## src/rtl/rgb2gray_stream.sv

```systemverilog
// Streaming RGB->gray converter: 3-stage pipeline (products, sum, round/saturate) with a per-frame latched weight mode.
// A single advance signal stalls the whole pipe while the output is held, so IN_READY drops during backpressure.
module rgb2gray_stream #(
  parameter int PIX_W        = 8,
  parameter int FRAME_PIXELS = 40000,
  parameter int FCNT_W       = 16
) (
  input  logic              CLK,
  input  logic              RST,
  input  logic [PIX_W-1:0]  R,
  input  logic [PIX_W-1:0]  G,
  input  logic [PIX_W-1:0]  B,
  input  logic              IN_VALID,
  output logic              IN_READY,
  input  logic [1:0]        MODE,
  output logic [PIX_W-1:0]  GRAY,
  output logic              OUT_VALID,
  input  logic              OUT_READY,
  output logic              OUT_LAST,
  output logic [FCNT_W-1:0] FRAME_CNT
);

  localparam int IDX_W  = (FRAME_PIXELS > 1) ? $clog2(FRAME_PIXELS) : 1;
  localparam int PROD_W = PIX_W + 9;
  localparam int SUM_W  = PIX_W + 10;
  localparam logic [IDX_W-1:0] LAST_IDX = IDX_W'(FRAME_PIXELS - 1);

  logic              en;
  logic              accept;
  logic              at_first;
  logic              at_last;
  logic [1:0]        eff_mode;
  logic [8:0]        wr, wg, wb;
  logic [SUM_W-1:0]  rounded;
  logic [SUM_W-1:0]  scaled;
  logic [PIX_W-1:0]  sat;

  logic [IDX_W-1:0]  idx_q, idx_d;
  logic [1:0]        mode_q, mode_d;
  logic [FCNT_W-1:0] fcnt_q, fcnt_d;

  logic              s1_vld_q, s1_vld_d;
  logic              s1_last_q, s1_last_d;
  logic [PROD_W-1:0] s1_pr_q, s1_pr_d;
  logic [PROD_W-1:0] s1_pg_q, s1_pg_d;
  logic [PROD_W-1:0] s1_pb_q, s1_pb_d;

  logic              s2_vld_q, s2_vld_d;
  logic              s2_last_q, s2_last_d;
  logic [SUM_W-1:0]  s2_sum_q, s2_sum_d;

  logic              s3_vld_q, s3_vld_d;
  logic              s3_last_q, s3_last_d;
  logic [PIX_W-1:0]  gray_q, gray_d;

  assign en        = !s3_vld_q || OUT_READY;
  assign accept    = IN_VALID && en;
  assign at_first  = (idx_q == '0);
  assign at_last   = (idx_q == LAST_IDX);
  // The first pixel of a frame must already use the MODE being latched with it.
  assign eff_mode  = at_first ? MODE : mode_q;

  assign IN_READY  = en;
  assign GRAY      = gray_q;
  assign OUT_VALID = s3_vld_q;
  assign OUT_LAST  = s3_last_q;
  assign FRAME_CNT = fcnt_q;

  // Weights out of 256; green passthrough is 256*G, which rounds back to G exactly.
  always_comb begin
    wr = 9'd77;
    wg = 9'd150;
    wb = 9'd29;
    case (eff_mode)
      2'd0: begin wr = 9'd77;  wg = 9'd150; wb = 9'd29;  end
      2'd1: begin wr = 9'd54;  wg = 9'd183; wb = 9'd19;  end
      2'd2: begin wr = 9'd85;  wg = 9'd85;  wb = 9'd85;  end
      default: begin wr = 9'd0; wg = 9'd256; wb = 9'd0; end
    endcase
  end

  always_comb begin
    rounded = s2_sum_q + SUM_W'(128);
    scaled  = rounded >> 8;
    if (|scaled[SUM_W-1:PIX_W]) begin
      sat = '1;
    end else begin
      sat = scaled[PIX_W-1:0];
    end
  end

  always_comb begin
    idx_d  = idx_q;
    mode_d = mode_q;
    fcnt_d = fcnt_q;
    if (accept) begin
      idx_d = at_last ? '0 : idx_q + 1'b1;
      if (at_first) begin
        mode_d = MODE;
      end
    end
    if (s3_vld_q && OUT_READY && s3_last_q) begin
      fcnt_d = fcnt_q + 1'b1;
    end
  end

  always_comb begin
    s1_vld_d  = s1_vld_q;
    s1_last_d = s1_last_q;
    s1_pr_d   = s1_pr_q;
    s1_pg_d   = s1_pg_q;
    s1_pb_d   = s1_pb_q;
    s2_vld_d  = s2_vld_q;
    s2_last_d = s2_last_q;
    s2_sum_d  = s2_sum_q;
    s3_vld_d  = s3_vld_q;
    s3_last_d = s3_last_q;
    gray_d    = gray_q;
    if (en) begin
      s1_vld_d  = IN_VALID;
      s1_last_d = IN_VALID && at_last;
      if (IN_VALID) begin
        s1_pr_d = PROD_W'(wr) * PROD_W'(R);
        s1_pg_d = PROD_W'(wg) * PROD_W'(G);
        s1_pb_d = PROD_W'(wb) * PROD_W'(B);
      end
      s2_vld_d  = s1_vld_q;
      s2_last_d = s1_vld_q && s1_last_q;
      if (s1_vld_q) begin
        s2_sum_d = SUM_W'(s1_pr_q) + SUM_W'(s1_pg_q) + SUM_W'(s1_pb_q);
      end
      s3_vld_d  = s2_vld_q;
      s3_last_d = s2_vld_q && s2_last_q;
      if (s2_vld_q) begin
        gray_d = sat;
      end
    end
  end

  always_ff @(posedge CLK or posedge RST) begin
    if (RST) begin
      idx_q     <= '0;
      mode_q    <= '0;
      fcnt_q    <= '0;
      s1_vld_q  <= 1'b0;
      s1_last_q <= 1'b0;
      s1_pr_q   <= '0;
      s1_pg_q   <= '0;
      s1_pb_q   <= '0;
      s2_vld_q  <= 1'b0;
      s2_last_q <= 1'b0;
      s2_sum_q  <= '0;
      s3_vld_q  <= 1'b0;
      s3_last_q <= 1'b0;
      gray_q    <= '0;
    end else begin
      idx_q     <= idx_d;
      mode_q    <= mode_d;
      fcnt_q    <= fcnt_d;
      s1_vld_q  <= s1_vld_d;
      s1_last_q <= s1_last_d;
      s1_pr_q   <= s1_pr_d;
      s1_pg_q   <= s1_pg_d;
      s1_pb_q   <= s1_pb_d;
      s2_vld_q  <= s2_vld_d;
      s2_last_q <= s2_last_d;
      s2_sum_q  <= s2_sum_d;
      s3_vld_q  <= s3_vld_d;
      s3_last_q <= s3_last_d;
      gray_q    <= gray_d;
    end
  end

endmodule
```

## config.mk

```make
export PLATFORM = sky130hd
export DESIGN_NAME = rgb2gray_stream
export DESIGN_NICKNAME = d
export VERILOG_FILES = /design/src/rtl/rgb2gray_stream.sv
export SDC_FILE = /design/constraint.sdc
export NUM_CORES = 1
export LEC_CHECK = 0
export ABC_AREA = 1
export CORE_ASPECT_RATIO = 0.7
export CORE_UTILIZATION = 54
export CTS_BUF_LIST = sky130_fd_sc_hd__clkbuf_4 sky130_fd_sc_hd__clkbuf_8
export CTS_CLUSTER_DIAMETER = 150
export DETAILED_ROUTE_END_ITERATION = 16
export HOLD_SLACK_MARGIN = 0.05
export PLACE_DENSITY = 0.73
export SYNTH_ARGS = -nofsm -noshare
export SYNTH_HDL_FRONTEND = slang
export SYNTH_SLANG_ARGS = --single-unit
export TNS_END_PERCENT = 10
```

## constraint.sdc

```tcl
create_clock -name CLK -period 8.1 [get_ports CLK]
set_input_delay 1.62 -clock CLK [delete_from_list [all_inputs] [get_ports CLK]]
set_output_delay 1.62 -clock CLK [all_outputs]
set_load 0.05 [all_outputs]
```

==> results of run 1 <==
## cell usage after synthesis, types with 23 or more instances
master      n  area [um^2]
dfrtp_1   109         2730
xor2_1     27          236
fa_1      100         2000
nand2_1   311         1170
nand3_1    78          390
o21ai_0    63          315
clkbuf_1   23         86.3
a31oi_1    23          144
a21oi_1    52          260
inv_1     310         1160
nor2_1    153          574
ha_1      146         1830
## kinds of logic (layout without fill, tap and decap cells)
family	count (synthesis)	count (layout)	synth area share
xor gates and xnor gates	42	42	0.0312
adders and majority gates	246	246	0.324
AOI/OAI and AO/OA	166	166	0.0785
DFF	109	109	0.231
buffers and inverters	338	389	0.108
muxes	1	1	0.000954
and+or+nand+nor	618	618	0.226
## critical path: cells and delay by family
family	cells	cell delay, ns
buffers and inverters	4	0.89
AOI/OAI and AO/OA	3	0.55
adders and majority gates	6	3.00
and+or+nand+nor	8	1.04
## path summary, 6_finish.rpt
path / from / cells after the start / slack (ns) / end
setup / recovery: MODE[0] / 21 / 1.28 / s1_pr_q[15]
hold reg to reg: s2_vld_q / 2 / 0.48 / OUT_VALID
min in group asynchronous: RST / 2 / 1.58 / GRAY[0]
setup reg to reg: idx_q[6] / 23 / 1.76 / s1_pr_q[15]
max in group asynchronous: RST / 3 / 5.20 / s1_pb_q[0]
hold / removal: s2_vld_q / 2 / 0.48 / OUT_VALID
## per-stage QoR
stage	setup WS, ns	hold WS, ns	util
2_1_floorplan	2.06	0.432	-
3_3_place_gp	1.07	0.448	0.600
3_5_place_dp	0.951	0.456	0.600
4_1_cts	1.35	0.484	0.609
5_1_grt	0.945	0.508	0.609
6_report	1.28	0.479	0.609
## flip-flops by register name, indices dropped and copies added (netlist names), 2 cells and up
| name | cells |
|---|---|
| FRAME_CNT | 16 |
| mode_q | 2 |
| s1_pb_q | 16 |
| s1_pg_q | 17 |
| s2_sum_q | 11 |
| s1_pr_q | 17 |
| GRAY | 8 |
| idx_q | 16 |
## per-layer routing
metal / wire (um) / vias to the layer above
met5: 0 / -
met4: 176 / 0
met3: 2250 / 13
met2: 11200 / 302
met1: 14700 / 4562
li1: - / 4843
## final cells by class
| class | instances | area (um^2) | share of cell area |
|---|---|---|---|
| clock buffer | 10 | 131 | 0.0102 |
| clock inverter | 5 | 67.6 | 0.00526 |
| inverter | 312 | 1170 | 0.0913 |
| multi-input combinational | 1073 | 7800 | 0.607 |
| sequential | 109 | 2730 | 0.212 |
| tap | 276 | 345 | 0.0269 |
| timing repair buffer | 62 | 606 | 0.0471 |
==> metrics.md, run 1 <==
| Metric | Value |
|---|---|
| Status | `complete, no violations` |
| Row cnt | `44` |
| Setup bufs post-CTS | `0` |
| Worst EP required | `8.38 ns` |
| CTS Sinks | `109` |
| Initial core utilization | `0.560` |
| Clock transition at path regs | `0.10 ns` |
| Most frequent cells in the layout | `nand2_1, inv_1, nor2_1` |
| Hpwl dp | `23800 um` |
| Hold Path Class | `flop to flop` |
| Worst-path fanout max | `15` |
| Post-Syn Area | `11800 um^2` |
| Die Footprint | `22500 um^2` |
| Max_slew headroom | `0.346` |
| Arr. time, crit path | `7.11 ns` |
| Ys async rst share | `1.00` |
| Die W | `179 um` |
| Share of cells above drive strength 1 | `0.0401` |
| Critical-path top delay cell | `ha_1` |
| Post-synthesis sequential element count | `109` |
| Max H-tree Level | `3` |
| Drt first pass iters | `6` |
| CTS Root Cell | `clkbuf_8` |
| Clk Latency, worst-skew pair | `0.39 ns` |
| Post-synth cell types | `43` |
| First-pass GRT wire length | `47900 um` |
| Core Area | `21100 um^2` |
| CTS Buffer Depth | `2` |
| Worst-margin pin slew | `0.981 ns` |
| Routed WL per cell | `15.4 um` |
| Placed Cells | `1832` |
| CTS Hold Bufs | `0` |
| Max cap viols | `0` |
| Resized Gates After CTS | `0` |
| Initial DRC Count | `772` |
| Post-Synthesis Cells | `1520` |
| Global route overflow | `0` |
| Final Critical Period | `6.82 ns` |
| Antenna Nets Post-Route | `0` |
| PortBufs | `56` |
| Finish-stage setup viols | `0` |
| Largest net degree at the start of global routing | `76` |
| Syn nets | `1796` |
| Worst path max stage delay | `0.62 ns` |
| Worst Skew | `0.0149 ns` |
| # IOs | `57` |
| Vias in the first global route | `9355` |
| P&R area growth vs syn | `8.86%` |
| Final period utilization | `0.842` |
| Unrepaired setup endpoints after global routing | `no` |
| Fmax | `147 MHz` |
| # nets final | `1843` |
| Fin area | `12900 um^2` |
| Met1 usage | `0.430` |
| Mean Syn Cell Area | `7.77 um^2` |
| CP Launch Type | `input port` |
| Final Hold Fails | `0` |
| DRC viols | `0` |
| GPL Wtd Cong | `0.988` |
| CP most frequent cell | `nand2_1` |
| Fill cells | `1949` |
| Die Height | `126 um` |
| Commonest non-fill, non-tap cell in the layout | `nand2_1` |
| Initial antenna violation count | `0` |
| Vias per cell | `5.26` |
| All-Layer GR Usage | `0.271` |
| Yosys warns | `0` |
| CTS tree | `built` |
| Crit path capture type | `flop` |
| Total negative slack | `0 ns` |
| Top_reg_cell synth | `dfrtp_1` |
| Diode count | `0` |
| WS Path Type | `input port to flop` |
| Post-Layout Cell Count | `1847` |
| Met3 usage | `0.0713` |
| Met2 track demand over resource | `0.373` |
| Total wire length | `28400 um` |
| Placed cell area | `12700 um^2` |
| Via count | `9720` |
| GR peak layer | `met1` |
| Critical-path cell list | `clkdlybuf4s50_1 -> nand2_1 -> nand2_2 -> inv_2 -> ha_1 -> inv_1 -> nand2_1 -> fa_1 -> fa_1 -> fa_1 -> inv_1 -> fa_1 -> ha_1 -> a21oi_1 -> o21ai_0 -> nand2_1 -> nand3_1 -> a21oi_1 -> nor2_1 -> nand2_1 -> nand2_1` |
| Max Slew Vio Count | `0` |
| TritonCTS Buffers | `9` |
| Number of flops mapped to enable cells by yosys | `0` |
| Sequential share of the synthesized area | `0.231` |
Power of run 1 is not shown: default switching activity piles up to over one toggle a cycle in this logic, so the estimate is an artifact.
==> inputs of run 2 (changes only) <==
==> constraint.sdc (replaced) <==
create_clock -name CLK -period 6.66 [get_ports CLK]
set_input_delay 1.332 -clock CLK [delete_from_list [all_inputs] [get_ports CLK]]
set_output_delay 1.332 -clock CLK [all_outputs]
set_load 0.05 [all_outputs]
==> metrics.md, run 2 (synthesis results as in run 1) <==
| Metric | Value |
|---|---|
| CTS Sinks | `109 (unchanged)` |
| RR Endpoint | `s1_pg_q[13]` |
| All-Layer GR Usage | `0.267 (-0.00414)` |
| Total negative slack | `0 ns (unchanged)` |
| Drt first pass iters | `6 (unchanged)` |
| Hold Path Class | `flop to flop` |
| CTS tree | `built` |
| Die Footprint | `22500 um^2 (unchanged)` |
| Initial core utilization | `0.560 (unchanged)` |
| Biggest regs | `s1_pg_q (17), s1_pr_q (17)` |
| PortBufs | `56 (unchanged)` |
| Total wire length | `28000 um (-1.6%)` |
| Diode count | `0 (unchanged)` |
| Multi-input logic area | `7800 um^2 (unchanged)` |
| Global route overflow | `0 (unchanged)` |
| Post-layout util | `0.612 (+0.00231)` |
| Resized Gates After CTS | `0 (unchanged)` |
| Arr. time, crit path | `6.46 ns (-0.65 ns)` |
| Max H-tree Level | `3 (unchanged)` |
| WS Path Type | `input port to flop` |
| TritonCTS Buffers | `9 (unchanged)` |
| Antenna Nets Post-Route | `0 (unchanged)` |
| R2r startpoint | `idx_q[12]` |
| CP startpoint | `MODE[1]` |
| First-pass GRT wire length | `47000 um (-1.8%)` |
| Row cnt | `44 (unchanged)` |
| Unrepaired setup endpoints after global routing | `no` |
| Final Critical Period | `6.15 ns` |
| Clock transition at path regs | `0.10 ns (about the same)` |
| # IOs | `57 (unchanged)` |
| DRC viols | `0 (unchanged)` |
| Core Area | `21100 um^2 (unchanged)` |
| Reg area | `2730 um^2 (unchanged)` |
| GPL Wtd Cong | `0.957 (-3.2%)` |
| Clk Latency, worst-skew pair | `0.41 ns (+0.02 ns)` |
| Final Hold Fails | `0 (unchanged)` |
| Crit path capture type | `flop` |
| Worst setup endpoint | `s1_pg_q[13]` |
| CP Launch Type | `input port` |
| Max cap viols | `0 (unchanged)` |
| Initial antenna violation count | `0 (unchanged)` |
| Initial DRC Count | `960 (+24%)` |
| Hpwl dp | `23300 um (-1.8%)` |
| Vias per cell | `5.27 (about the same)` |
| Via count | `9777 (+0.59%)` |
| Worst EP required | `6.97 ns (-1.41 ns)` |
| Worst-margin pin slew | `0.964 ns (-0.0177 ns)` |
| Max_slew headroom | `0.357 (+0.0108)` |
| Die W | `179 um (unchanged)` |
| Final period utilization | `0.924` |
| Status | `complete, no violations` |
| P&R area growth vs syn | `9.27%` |
| Final worst setup slack | `0.506 ns (-0.770 ns)` |
| Max Slew Vio Count | `0 (unchanged)` |
| R2R depth | `25 (+8.7%)` |
| Vias in the first global route | `9103 (-2.7%)` |
| Worst Skew | `0.0138 ns (-0.00109 ns)` |
| Setup bufs post-CTS | `0 (unchanged)` |
| Commonest non-fill, non-tap cell in the layout | `nand2_1` |
| Share of cells above drive strength 1 | `0.0456 (+0.00547)` |
| Most frequent cells in the layout | `nand2_1, inv_1, nor2_1` |
| CTS Hold Bufs | `0 (unchanged)` |
| Largest net degree at the start of global routing | `64 (-16%)` |
| CTS Buffer Depth | `2 (unchanged)` |
| Routed WL per cell | `15.1 um (-2.0%)` |
| CTS Root Cell | `clkbuf_8` |
| Fill cells | `1880 (-3.5%)` |
| Die Height | `126 um (unchanged)` |
| Fmax | `162 MHz` |
| # nets final | `1851 (+0.43%)` |
| Pre-CTS WS | `0.153 ns (-0.799 ns)` |
| Worst-path fanout max | `11 (-4)` |
| Finish-stage setup viols | `0 (unchanged)` |
| R2R Setup Slk | `0.75 ns (-1.01 ns)` |
## run 2: per-layer routing
metal,vias to the layer above,part of all wire,track usage
li1,4850,-,-
met1,4544,0.53,0.444
met2,361,0.38,0.347
met3,22,0.082,0.0586
met4,0,0.0091,0.0449
met5,-,0,0
## run 2: worst min path at each step
stage	startpoint	endpoint	slack [ns]	cells after the start
CTS	s2_vld_q	OUT_VALID	0.48	2
detailed placement	s2_vld_q	OUT_VALID	0.45	2
finish	FRAME_CNT[15]	FRAME_CNT[15]	0.48	1
global route	FRAME_CNT[15]	FRAME_CNT[15]	0.50	1
floorplan	s2_vld_q	OUT_VALID	0.43	2
global placement	s2_vld_q	OUT_VALID	0.45	2
## run 2: per-stage QoR
| stage | cells | hold WS [ns] | area, um^2 |
|---|---|---|---|
| after floorplan | 1520 | 0.432 | 11800 |
| after global placement | 1840 | 0.447 | 12700 |
| after detailed placement | 1840 | 0.453 | 12700 |
| after CTS | 1856 | 0.479 | 12900 |
| after global routing | 1856 | 0.499 | 12900 |
| final | 1856 | 0.476 | 12900 |
## run 2: layout make-up
type                            count  area share
Clock inverter                      6     0.00436
Multi-Input combinational cell   1073       0.605
Inverter                          312      0.0910
Timing Repair Buffer               70      0.0516
Clock buffer                       10      0.0102
Tap cell                          276      0.0268
Sequential cell                   109       0.211
## run 2: critical path: stages
cell and delay [ns]:
clkdlybuf4s50_1 0.50, nand3_1 0.24, nand2_2 0.21, inv_1 0.10, ha_1 0.36, buf_4 0.23, nand2_1 0.06, inv_1 0.06
fa_1 0.53, fa_1 0.46, fa_1 0.54, inv_1 0.05, fa_1 0.53, inv_1 0.04, ha_1 0.36, nand2_1 0.11
inv_1 0.07, nand3_1 0.07, nand3b_1 0.18, nand3_1 0.15, nor2_1 0.06, o31ai_1 0.21
Power of run 2 is left out for the same reason.
==> inputs of run 3 (changes only) <==
--- a/config.mk
+++ b/config.mk
@@ -6,7 +6,7 @@
 export NUM_CORES = 1
 export LEC_CHECK = 0
 export ABC_AREA = 1
-export CORE_ASPECT_RATIO = 0.7
+export CORE_ASPECT_RATIO = 1.75
 export CORE_UTILIZATION = 54
 export CTS_BUF_LIST = sky130_fd_sc_hd__clkbuf_4 sky130_fd_sc_hd__clkbuf_8
 export CTS_CLUSTER_DIAMETER = 150
==> metrics.md, run 3 (synthesis results as in run 1) <==
| Metric | Value |
|---|---|
| All-Layer GR Usage | `0.264 (-0.00261)` |
| Final Hold Fails | `0 (unchanged)` |
| First-pass GRT wire length | `46400 um (-1.2%)` |
| Worst Skew | `0.0160 ns (+0.00222 ns)` |
| Arr. time, crit path | `6.34 ns (-0.12 ns)` |
| PortBufs | `56 (unchanged)` |
| Initial antenna violation count | `0 (unchanged)` |
| Vias per cell | `5.19 (-1.5%)` |
| P&R area growth vs syn | `9.81%` |
| Diode count | `0 (unchanged)` |
| Drt first pass iters | `5 (-1)` |
| Resized Gates After CTS | `0 (unchanged)` |
| TritonCTS Buffers | `9 (unchanged)` |
| Commonest non-fill, non-tap cell in the layout | `nand2_1` |
| CTS Hold Bufs | `0 (unchanged)` |
| Hold Path Class | `flop to flop` |
| CP startpoint | `MODE[0]` |
| Via count | `9699 (-0.80%)` |
| Final Critical Period | `6.07 ns (-0.0857 ns)` |
| Total wire length | `27700 um (-0.75%)` |
| Antenna Nets Post-Route | `0 (unchanged)` |
| # nets final | `1849 (-0.11%)` |
| WS Path Type | `input port to flop` |
| Share of cells above drive strength 1 | `0.0444 (-0.00121)` |
| Final period utilization | `0.911 (-0.0129)` |
| Largest net degree at the start of global routing | `64 (unchanged)` |
| Finish-stage setup viols | `0 (unchanged)` |
| Setup bufs post-CTS | `0 (unchanged)` |
| Worst hold start | `s2_vld_q` |
| CTS tree | `built` |
| Routed WL per cell | `14.8 um (-1.5%)` |
| Most frequent cells in the layout | `nand2_1, inv_1, nor2_1` |
| Worst-path fanout max | `13 (+2)` |
| Die Height | `198 um (+57%)` |
| CTS Sinks | `109 (unchanged)` |
| Clk Latency, worst-skew pair | `0.39 ns (-0.02 ns)` |
| Max H-tree Level | `3 (unchanged)` |
| Crit path capture type | `flop` |
| Worst hold path depth | `2 (+1)` |
| # IOs | `57 (unchanged)` |
| R2r startpoint | `idx_q[6]` |
| Worst EP required | `6.93 ns (-0.04 ns)` |
| Row cnt | `71 (+61%)` |
| Global route overflow | `0 (unchanged)` |
| Final worst setup slack | `0.592 ns (+0.0857 ns)` |
| Die Footprint | `22500 um^2 (about the same)` |
| Biggest regs | `s1_pg_q (17), s1_pr_q (17)` |
| Core Area | `21500 um^2 (+2.0%)` |
| CP Launch Type | `input port` |
| Vias in the first global route | `10100 (+11%)` |
| Initial DRC Count | `430 (-55%)` |
| CTS Root Cell | `clkbuf_8` |
| Hpwl dp | `23600 um (+1.1%)` |
| DRC viols | `0 (unchanged)` |
| R2R depth | `20 (-20%)` |
| Fmax | `165 MHz (+1.4%)` |
| Die W | `114 um (-36%)` |
| Initial core utilization | `0.549 (-0.0108)` |
| Worst path max stage delay | `0.58 ns (+0.04 ns)` |
| Max_slew headroom | `0.352 (-0.00450)` |
| Worst-margin pin slew | `0.970 ns (+0.00674 ns)` |
| Critical-path top delay cell | `ha_1` |
| CP most frequent cell | `nand2_1` |
| Total negative slack | `0 ns (unchanged)` |
| CTS Buffer Depth | `2 (unchanged)` |
| Critical-path cell list | `clkdlybuf4s50_1 -> nand2_1 -> nand2_2 -> ha_1 -> nand2_1 -> fa_1 -> fa_1 -> fa_1 -> inv_1 -> fa_1 -> ha_1 -> nand2_1 -> o21ai_0 -> nand2_1 -> nand3_1 -> a21oi_1 -> o21ai_0 -> nand2_1` |
| Status | `complete, no violations` |
| Max cap viols | `0 (unchanged)` |
| GPL Wtd Cong | `0.971 (+1.5%)` |
| Clock transition at path regs | `0.10 ns (about the same)` |
| Pre-CTS WS | `0.266 ns (+0.113 ns)` |
| Max Slew Vio Count | `0 (unchanged)` |
| Unrepaired setup endpoints after global routing | `no` |
==> run 3: worst paths after layout <==
check	slack [ns]	end
worst min register to register	0.47	OUT_VALID
worst max register to register	0.80	s1_pr_q[15]
min in group asynchronous	1.43	idx_q[6]
worst min-delay path	0.47	OUT_VALID
max in group asynchronous	4.09	s1_pg_q[14]
worst max-delay path	0.59	s1_pr_q[15]
==> run 3: worst max-delay path: cells and delay by family <==
family	cells	cell delay, ns
fa+ha+maj	6	3.04
buf+inv	2	0.51
simple gates	7	0.96
compound gates	3	0.51
==> run 3: area by class of cell <==
cell class,count,area (um^2)
fill,2039,8530
timing repair buffer,68,651
multi-input combinational,1073,7800
clock buffer,10,138
inverter,312,1170
sequential,109,2730
clock inverter,6,109
tap,292,365
==> run 3: per-stage QoR <==
step | instances | utilization | hold WS [ns] | cell area (um^2)
after floorplan | 1520 | - | 0.432 | 11800
after global placement | 1854 | 0.592 | 0.444 | 12700
after detailed placement | 1854 | 0.592 | 0.448 | 12700
after CTS | 1870 | 0.603 | 0.473 | 13000
after global routing | 1870 | 0.603 | 0.504 | 13000
final | 1870 | 0.603 | 0.467 | 13000
==> run 3: layer usage <==
metal,routed length [um],GRT usage
met5,0,0
met4,1430,0.138
met3,489,0.0230
met2,15000,0.509
met1,10900,0.280
Power of run 3 is left out for the same reason.
